$ cat src/rtl/if_id_pipe_reg.sv
`default_nettype none
// ============================================================================
//  Module      : if_id_pipe_reg
//  Description : IF/ID interstage register with a 2-entry skid buffer.
//                Captures fetch PC, instruction and PC+4 and presents them to
//                decode through a valid/ready handshake. in_ready is decoded
//                from registered occupancy only, so there is no combinational
//                path from out_ready to in_ready. A synchronous flush discards
//                both entries and the incoming beat.
//                Optional feature macro: FLUSH_NOP_EN (flush leaves a single
//                NOP_INST beat in the main entry instead of emptying it).
//  Revision    : 1.0 - initial release
// ============================================================================
module if_id_pipe_reg #(
   parameter int unsigned     XLEN     = 32,
   parameter logic [XLEN-1:0] NOP_INST = XLEN'(32'h00000013)
) (
   input  logic            clk,
   input  logic            reset,
   input  logic [XLEN-1:0] in_pc,
   input  logic [XLEN-1:0] in_inst,
   input  logic [XLEN-1:0] in_pc4,
   input  logic            in_valid,
   output logic            in_ready,
   input  logic            flush,
   output logic [XLEN-1:0] out_pc,
   output logic [XLEN-1:0] out_inst,
   output logic [XLEN-1:0] out_pc4,
   output logic            out_valid,
   input  logic            out_ready,
   output logic [1:0]      occupancy
);

   localparam logic [1:0] C_OCC_EMPTY = 2'd0;
   localparam logic [1:0] C_OCC_ONE   = 2'd1;
   localparam logic [1:0] C_OCC_TWO   = 2'd2;

   logic [1:0]      occupancy_q, occupancy_d;
   logic [XLEN-1:0] main_pc_q,   main_pc_d;
   logic [XLEN-1:0] main_inst_q, main_inst_d;
   logic [XLEN-1:0] main_pc4_q,  main_pc4_d;
   logic [XLEN-1:0] skid_pc_q,   skid_pc_d;
   logic [XLEN-1:0] skid_inst_q, skid_inst_d;
   logic [XLEN-1:0] skid_pc4_q,  skid_pc4_d;

   logic w_push;
   logic w_pop;

   // Handshake decode: both ready and valid come straight from occupancy
   assign in_ready  = (occupancy_q != C_OCC_TWO);
   assign out_valid = (occupancy_q != C_OCC_EMPTY);
   assign w_push    = in_valid & in_ready & ~flush;
   assign w_pop     = out_valid & out_ready;

   assign out_pc    = main_pc_q;
   assign out_inst  = main_inst_q;
   assign out_pc4   = main_pc4_q;
   assign occupancy = occupancy_q;

   // Next-state: flush overrides everything, otherwise occupancy-driven moves
   always_comb begin
      occupancy_d = occupancy_q;
      main_pc_d   = main_pc_q;
      main_inst_d = main_inst_q;
      main_pc4_d  = main_pc4_q;
      skid_pc_d   = skid_pc_q;
      skid_inst_d = skid_inst_q;
      skid_pc4_d  = skid_pc4_q;

      if (flush) begin
         skid_pc_d   = '0;
         skid_inst_d = '0;
         skid_pc4_d  = '0;
         main_pc_d   = '0;
         main_pc4_d  = '0;
`ifdef FLUSH_NOP_EN
         // Wrong-path slot is replaced by a bubble instruction that drains normally
         occupancy_d = C_OCC_ONE;
         main_inst_d = NOP_INST;
`else
         occupancy_d = C_OCC_EMPTY;
         main_inst_d = '0;
`endif
      end else begin
         case (occupancy_q)
            C_OCC_EMPTY: begin
               if (w_push) begin
                  occupancy_d = C_OCC_ONE;
                  main_pc_d   = in_pc;
                  main_inst_d = in_inst;
                  main_pc4_d  = in_pc4;
               end
            end
            C_OCC_ONE: begin
               if (w_push && w_pop) begin
                  main_pc_d   = in_pc;
                  main_inst_d = in_inst;
                  main_pc4_d  = in_pc4;
               end else if (w_push) begin
                  // Decode stalled: park the new beat behind the visible one
                  occupancy_d = C_OCC_TWO;
                  skid_pc_d   = in_pc;
                  skid_inst_d = in_inst;
                  skid_pc4_d  = in_pc4;
               end else if (w_pop) begin
                  occupancy_d = C_OCC_EMPTY;
                  main_pc_d   = '0;
                  main_inst_d = '0;
                  main_pc4_d  = '0;
               end
            end
            C_OCC_TWO: begin
               if (w_pop) begin
                  occupancy_d = C_OCC_ONE;
                  main_pc_d   = skid_pc_q;
                  main_inst_d = skid_inst_q;
                  main_pc4_d  = skid_pc4_q;
                  skid_pc_d   = '0;
                  skid_inst_d = '0;
                  skid_pc4_d  = '0;
               end
            end
            default: begin
               // Unreachable encoding: recover to a clean empty buffer
               occupancy_d = C_OCC_EMPTY;
               main_pc_d   = '0;
               main_inst_d = '0;
               main_pc4_d  = '0;
               skid_pc_d   = '0;
               skid_inst_d = '0;
               skid_pc4_d  = '0;
            end
         endcase
      end
   end

   // State and data registers with asynchronous active-low clear
   always_ff @(posedge clk or negedge reset) begin
      if (!reset) begin
         occupancy_q <= C_OCC_EMPTY;
         main_pc_q   <= '0;
         main_inst_q <= '0;
         main_pc4_q  <= '0;
         skid_pc_q   <= '0;
         skid_inst_q <= '0;
         skid_pc4_q  <= '0;
      end else begin
         occupancy_q <= occupancy_d;
         main_pc_q   <= main_pc_d;
         main_inst_q <= main_inst_d;
         main_pc4_q  <= main_pc4_d;
         skid_pc_q   <= skid_pc_d;
         skid_inst_q <= skid_inst_d;
         skid_pc4_q  <= skid_pc4_d;
      end
   end

endmodule
`default_nettype wire

$ cat config.mk
export PLATFORM = sky130hd
export DESIGN_NAME = if_id_pipe_reg
export DESIGN_NICKNAME = d
export VERILOG_FILES = /design/src/rtl/if_id_pipe_reg.sv
export SDC_FILE = /design/constraint.sdc
export NUM_CORES = 1
export LEC_CHECK = 0
export BUFFER_PORTS_ARGS = -buffer_cell sky130_fd_sc_hd__buf_2
export CORE_UTILIZATION = 50
export CTS_BUF_LIST = sky130_fd_sc_hd__clkbuf_8 sky130_fd_sc_hd__clkbuf_16
export CTS_CLUSTER_SIZE = 24
export DETAILED_ROUTE_END_ITERATION = 8
export GPL_TIMING_DRIVEN = 0
export PLACE_DENSITY = 0.79
export SYNTH_ARGS = -nofsm -noshare
export SYNTH_HDL_FRONTEND = slang
export SYNTH_SLANG_ARGS = --single-unit
$ cat constraint.sdc
create_clock -name clk -period 2.24 [get_ports clk]
set_input_delay 0.224 -clock clk [delete_from_list [all_inputs] [get_ports clk]]
set_output_delay 0.224 -clock clk [all_outputs]
set_load 0.01 [all_outputs]
Word-level counts from Yosys, hierarchy flattened
Cells that the tools add are included.
W data, S select, Z words.
- bits in registers: 194
- input bits: 101
- word-level logic and storage cells: 61
- eq/ne operators: 11
- multiplexer cells: 33
- bitwise gates (word level): 4
- reductions and logical operators: 6
- operator list (cell ; number):
    $mux W32 ; 20
    $pmux W32 S3 ; 6
    $mux W2 ; 6
    $ne A3 B3 Y1 const B ; 4
    $ne A4 B4 Y1 const B ; 3
    $reduce_and A4 Y1 ; 3
    $pmux W2 S3 ; 1
    $ne A2 B2 Y1 const B ; 2
    $and A1 B1 Y1 ; 3
    $eq A2 B1 Y1 const B ; 1
    $eq A2 B2 Y1 const B ; 1
    $logic_not A2 Y1 ; 1
    $reduce_bool A2 Y1 ; 1
    $logic_and A1 B1 Y1 ; 1
    $not A1 Y1 ; 1

Depth between registers and ports, before layout
- word-level depth: 7
- gate-level depth with buffers: 8

Worst setup path before layout
Ideal clock, no wire load.
- kind: register -> register
- start point: reg occupancy_q[1] (netlist: occupancy[1])
- end point: reg main_pc4_q[14] (netlist: out_pc4[14])
- setup time: 0.121 ns
- arrival time: 1.675 ns
- data required time: 2.119 ns
- path slack: 0.444 ns
- cell stages (with the launch flop): 8
- buffers on the path: 4
- period minus slack after synthesis: 1.796 ns
- cells stage by stage: dfrtp_1 > buf_2 > buf_2 > buf_2 > buf_2 > mux2i_1 > o2bb2ai_1 > a22o_1
- word-level cells in the longest chain between the ends: 7
- elaborated cells between the ends (all ways): 17
- RTL lines (item ; line ; text):
    start: declaration ; 38 ; logic [1:0] occupancy_q, occupancy_d;
    start signal: assignment ; 148 ; occupancy_q <= occupancy_d;
    $ne A2 B2 Y1 ; 50 ; assign in_ready = (occupancy_q != C_OCC_TWO);
    $and A1 B1 Y1 (2 in a row) ; 52 ; assign w_push = in_valid & in_ready & ~flush;
    $logic_and A1 B1 Y1 ; 95 ; if (w_push && w_pop) begin
    $mux W32 ; 95 ;
    $pmux W32 S3 ; 85 ; case (occupancy_q)
    $mux W32 ; 70 ; if (flush) begin
    end signal: assignment ; 151 ; main_pc4_q <= main_pc4_d;
    end: declaration ; 41 ; logic [XLEN-1:0] main_pc4_q, main_pc4_d;
Parallel ways exist; a longest one is shown, timed or not.
A chain may end at the register's enable or synchronous reset.

Worst setup path after layout
- start point: reg occupancy_q[1] (netlist: occupancy[1])
- end point: out out_valid
- word-level cells in the longest chain between the ends: 1
- RTL lines (item ; line ; text):
    $reduce_bool A2 Y1 ; 51 ; assign out_valid = (occupancy_q != C_OCC_EMPTY);
    end: declaration ; 29 ; output logic out_valid,
No other way between the ends.

==> impl_metrics.yaml <==
run_status:
  outcome: "finished, final reports clean"
placed_design:
  postPlaceCellArea_um2: 11030
  dpl.hpwl_um: 16110
  io_buffers: 199
  gp_congestion: 0.7834
route:
  antenna_left: 0
  wl_um: 23280
  vias: 7358
  vias_per_cell: 5.422
  wire_per_inst_um: 17.16
  drt_iter0_drc: 315
  first_pass_iters: 5
  post-route-drc-count: 0
timing:
  rsz0062_at_grt: "no"
  hold_viol_final: 0
  layout_min_cycle_time_ns: 2.147
  setup_viol: 0
  max_freq_ghz: 0.4657
  final-max-slew-violation-count: 0
  final.period_utilization_pct: 95.86
  fin_setup_tns_ns: 0
  tightest_slew_ns: 0.7622
  relSlewSlack_pct: 49.19
  clock-skew-final_ns: 0.009465
finish:
  stdcell_area_um2: 11610
  layout-drive-gt1-share_pct: 25.00
  n_fill_cell: 1563
  final_common_cell: "buf_2"
  finalNetCount: 1185
  area_growth_syn_to_layout_pct: 20.09
  final_cell_mix: "229 x buf_2, 194 x dfrtp_1, 193 x mux2i_1"
global_route:
  grt_pass1_vias: 7170
  grt_max_degree: 110
  antenna_found_initial: 1
  grt_pass1_wl_um: 37200
  grt_overflow: 0
  grtUsageTotal_pct: 23.80
yosys:
  synth_edf_count: 0
  yosysSeqAreaShare_pct: 50.22
  synth.avg_cell_area_um2: 11.16
  yosysUniqueCellTypes: 22
  synth_flop_cell: "dfrtp_1"
  synth_top_area_cell: "dfrtp_1"
  yosys-top-cells-area: "dfrtp_1 50%, mux2i_1 20%, a22o_1 8.8%"
  async_reset_ff_share_pct: 100.0
  netlist_area_um2: 9667
  syn-num-nets: 967
  synth_cells: 866
  yosys_warnings: 0
  synth_top_area_share_pct: 50.22
  ys_ff_latch: 194
power_and_ir_drop:
  power_mw: 8.021
  vdd_drop_max_mv: 0.5390
  powerDensity_nw_per_um2: 691.0
  leakagePower_nw: 5.515
floorplan:
  io_pins: 201
  die_w_um: 141.0
  design.die.area_um2: 19890
  die_height_um: 141.0
  rows: 50
  coreArea_um2: 18830
  start_util_pct: 51.34
setup_path:
  cp_data_arrival_time_ns: 1.92
  cp.required_ns: 2.02
  cp-start-kind: "flip-flop"
  crit_fanout: 10
  cp_slowest_cell: "dfrtp_1"
  path_cells: "buf_2, buf_6, buf_6, buf_4, or2_2, buf_2"
  end_kind: "output port"
  path_buf_inv: 5
  crit_family: "buffers and inverters"
  cpPeakStageDelay_ns: 0.37
  crit_type: "reg2out"
  rrSetupSlack_ns: 0.11
clocking:
  htree_levels: 4
  cts_buffers: 17
  numClockSinks: 194
  clock_latency_ns: 0.43
  cts_tree: "done"
  clkTransAtPathRegs_ns: 0.07
  cts-root-buf: "clkbuf_16"
  clockBufferDepth: 2
flow_run:
  drv_cap: 0
min_path:
  hold_path_class: "in2reg"
synthesized netlist by cell type, types with 2 or more instances:
library cell and instances:
nor2_1 5, nand2_1 97, inv_1 96, buf_1 6
o2bb2ai_1 96, dfrtp_1 194, nor2b_1 2, buf_2 33
buf_4 6, o22a_1 2, mux2i_1 193, clkbuf_1 30
a22o_1 97
sequential cells by signal (all words and copies together), names as in the netlist:
signal,flops
occupancy,2
out_pc4,32
out_pc,32
skid_pc_q,32
out_inst,32
skid_inst_q,32
skid_pc4_q,32
worst reg2reg max path, cell delays in order (launching register included):
cell	delay (ns)
dfrtp_1	0.37
buf_2	0.16
nor3b_4	0.39
and3_1	0.20
buf_2	0.21
buf_6	0.18
buf_2	0.25
o2bb2ai_1	0.16
a22o_1	0.15
area by class of cell:
| type | count | area [um2] | share of cell area [%] |
|---|---|---|---|
| Buffer | 74 | 369.1 | 3.180 |
| Timing Repair Buffer | 201 | 1044 | 8.989 |
| Tap cell | 260 | 325.3 | 2.802 |
| Multi-Input combinational cell | 500 | 4105 | 35.36 |
| Antenna cell | 1 | 2.502 | 0.02156 |
| Inverter | 96 | 360.3 | 3.104 |
| Sequential cell | 194 | 4855 | 41.82 |
| Clock buffer | 19 | 452.9 | 3.902 |
| Clock inverter | 12 | 95.09 | 0.8191 |
through the flow:
step                      hold slack [ns]  util [%]  cells  worst slack (ns)
after CTS                         0.03923     61.57   1357          -0.01133
after global placement             0.4846     58.35   1325            -2.265
after detailed placement           0.2816     58.55   1326           -0.2028
after floorplan                  -0.07159         -    866            0.4437
after global routing              0.04546     61.65   1357          0.005121
final                             0.05236     61.65   1357           0.09268
power by group:
group          total [mW]  internal [mW]  switching [mW]
registers            3.85           3.72           0.128
logic                1.28          0.529           0.756
clock network        2.89           1.57            1.32
total                8.02           5.82            2.20
final timing paths:
check | startpoint | to | depth (start not counted)
worst max register to register | occupancy[1] | out_pc[22] | 8
worst max-delay path | occupancy[1] | out_valid | 6
worst min register to register | out_pc[24] | out_pc[24] | 1
worst min-delay path | in_inst[16] | skid_inst_q[16] | 3
max in group asynchronous | reset | skid_pc_q[4] | 3
min in group asynchronous | reset | skid_pc4_q[15] | 2
layer usage:
layer | up-vias | GRT usage, % | part of all wire [%]
met2 | 190 | 38.39 | 47
met1 | 3631 | 32.86 | 47
met5 | - | 0 | 0
li1 | 3510 | - | -
met3 | 27 | 4.042 | 4.4
met4 | 0 | 7.437 | 1.5
cells by family (layout without fill, tap and decap cells):
group,after synthesis,count (layout),share of synthesized area (%)
flip-flops,194,194,50.22
AO/OA/AOI/OAI,198,198,17.89
other,0,1,0
multiplexers,193,193,19.98
buffers and inverters,172,402,7.417
AND/OR/NAND/NOR,109,109,4.491
what timing repair did:
item / 4_1_cts / 5_1_grt
endpoints found under the setup margin: 30 / 52
setup buffers: 0 / 0
endpoints found under the hold margin: 85 / 0
hold buffers: 1 / 0
resized for setup: 7 / 4
No activity file was read; power rests on OpenSTA's default activity.
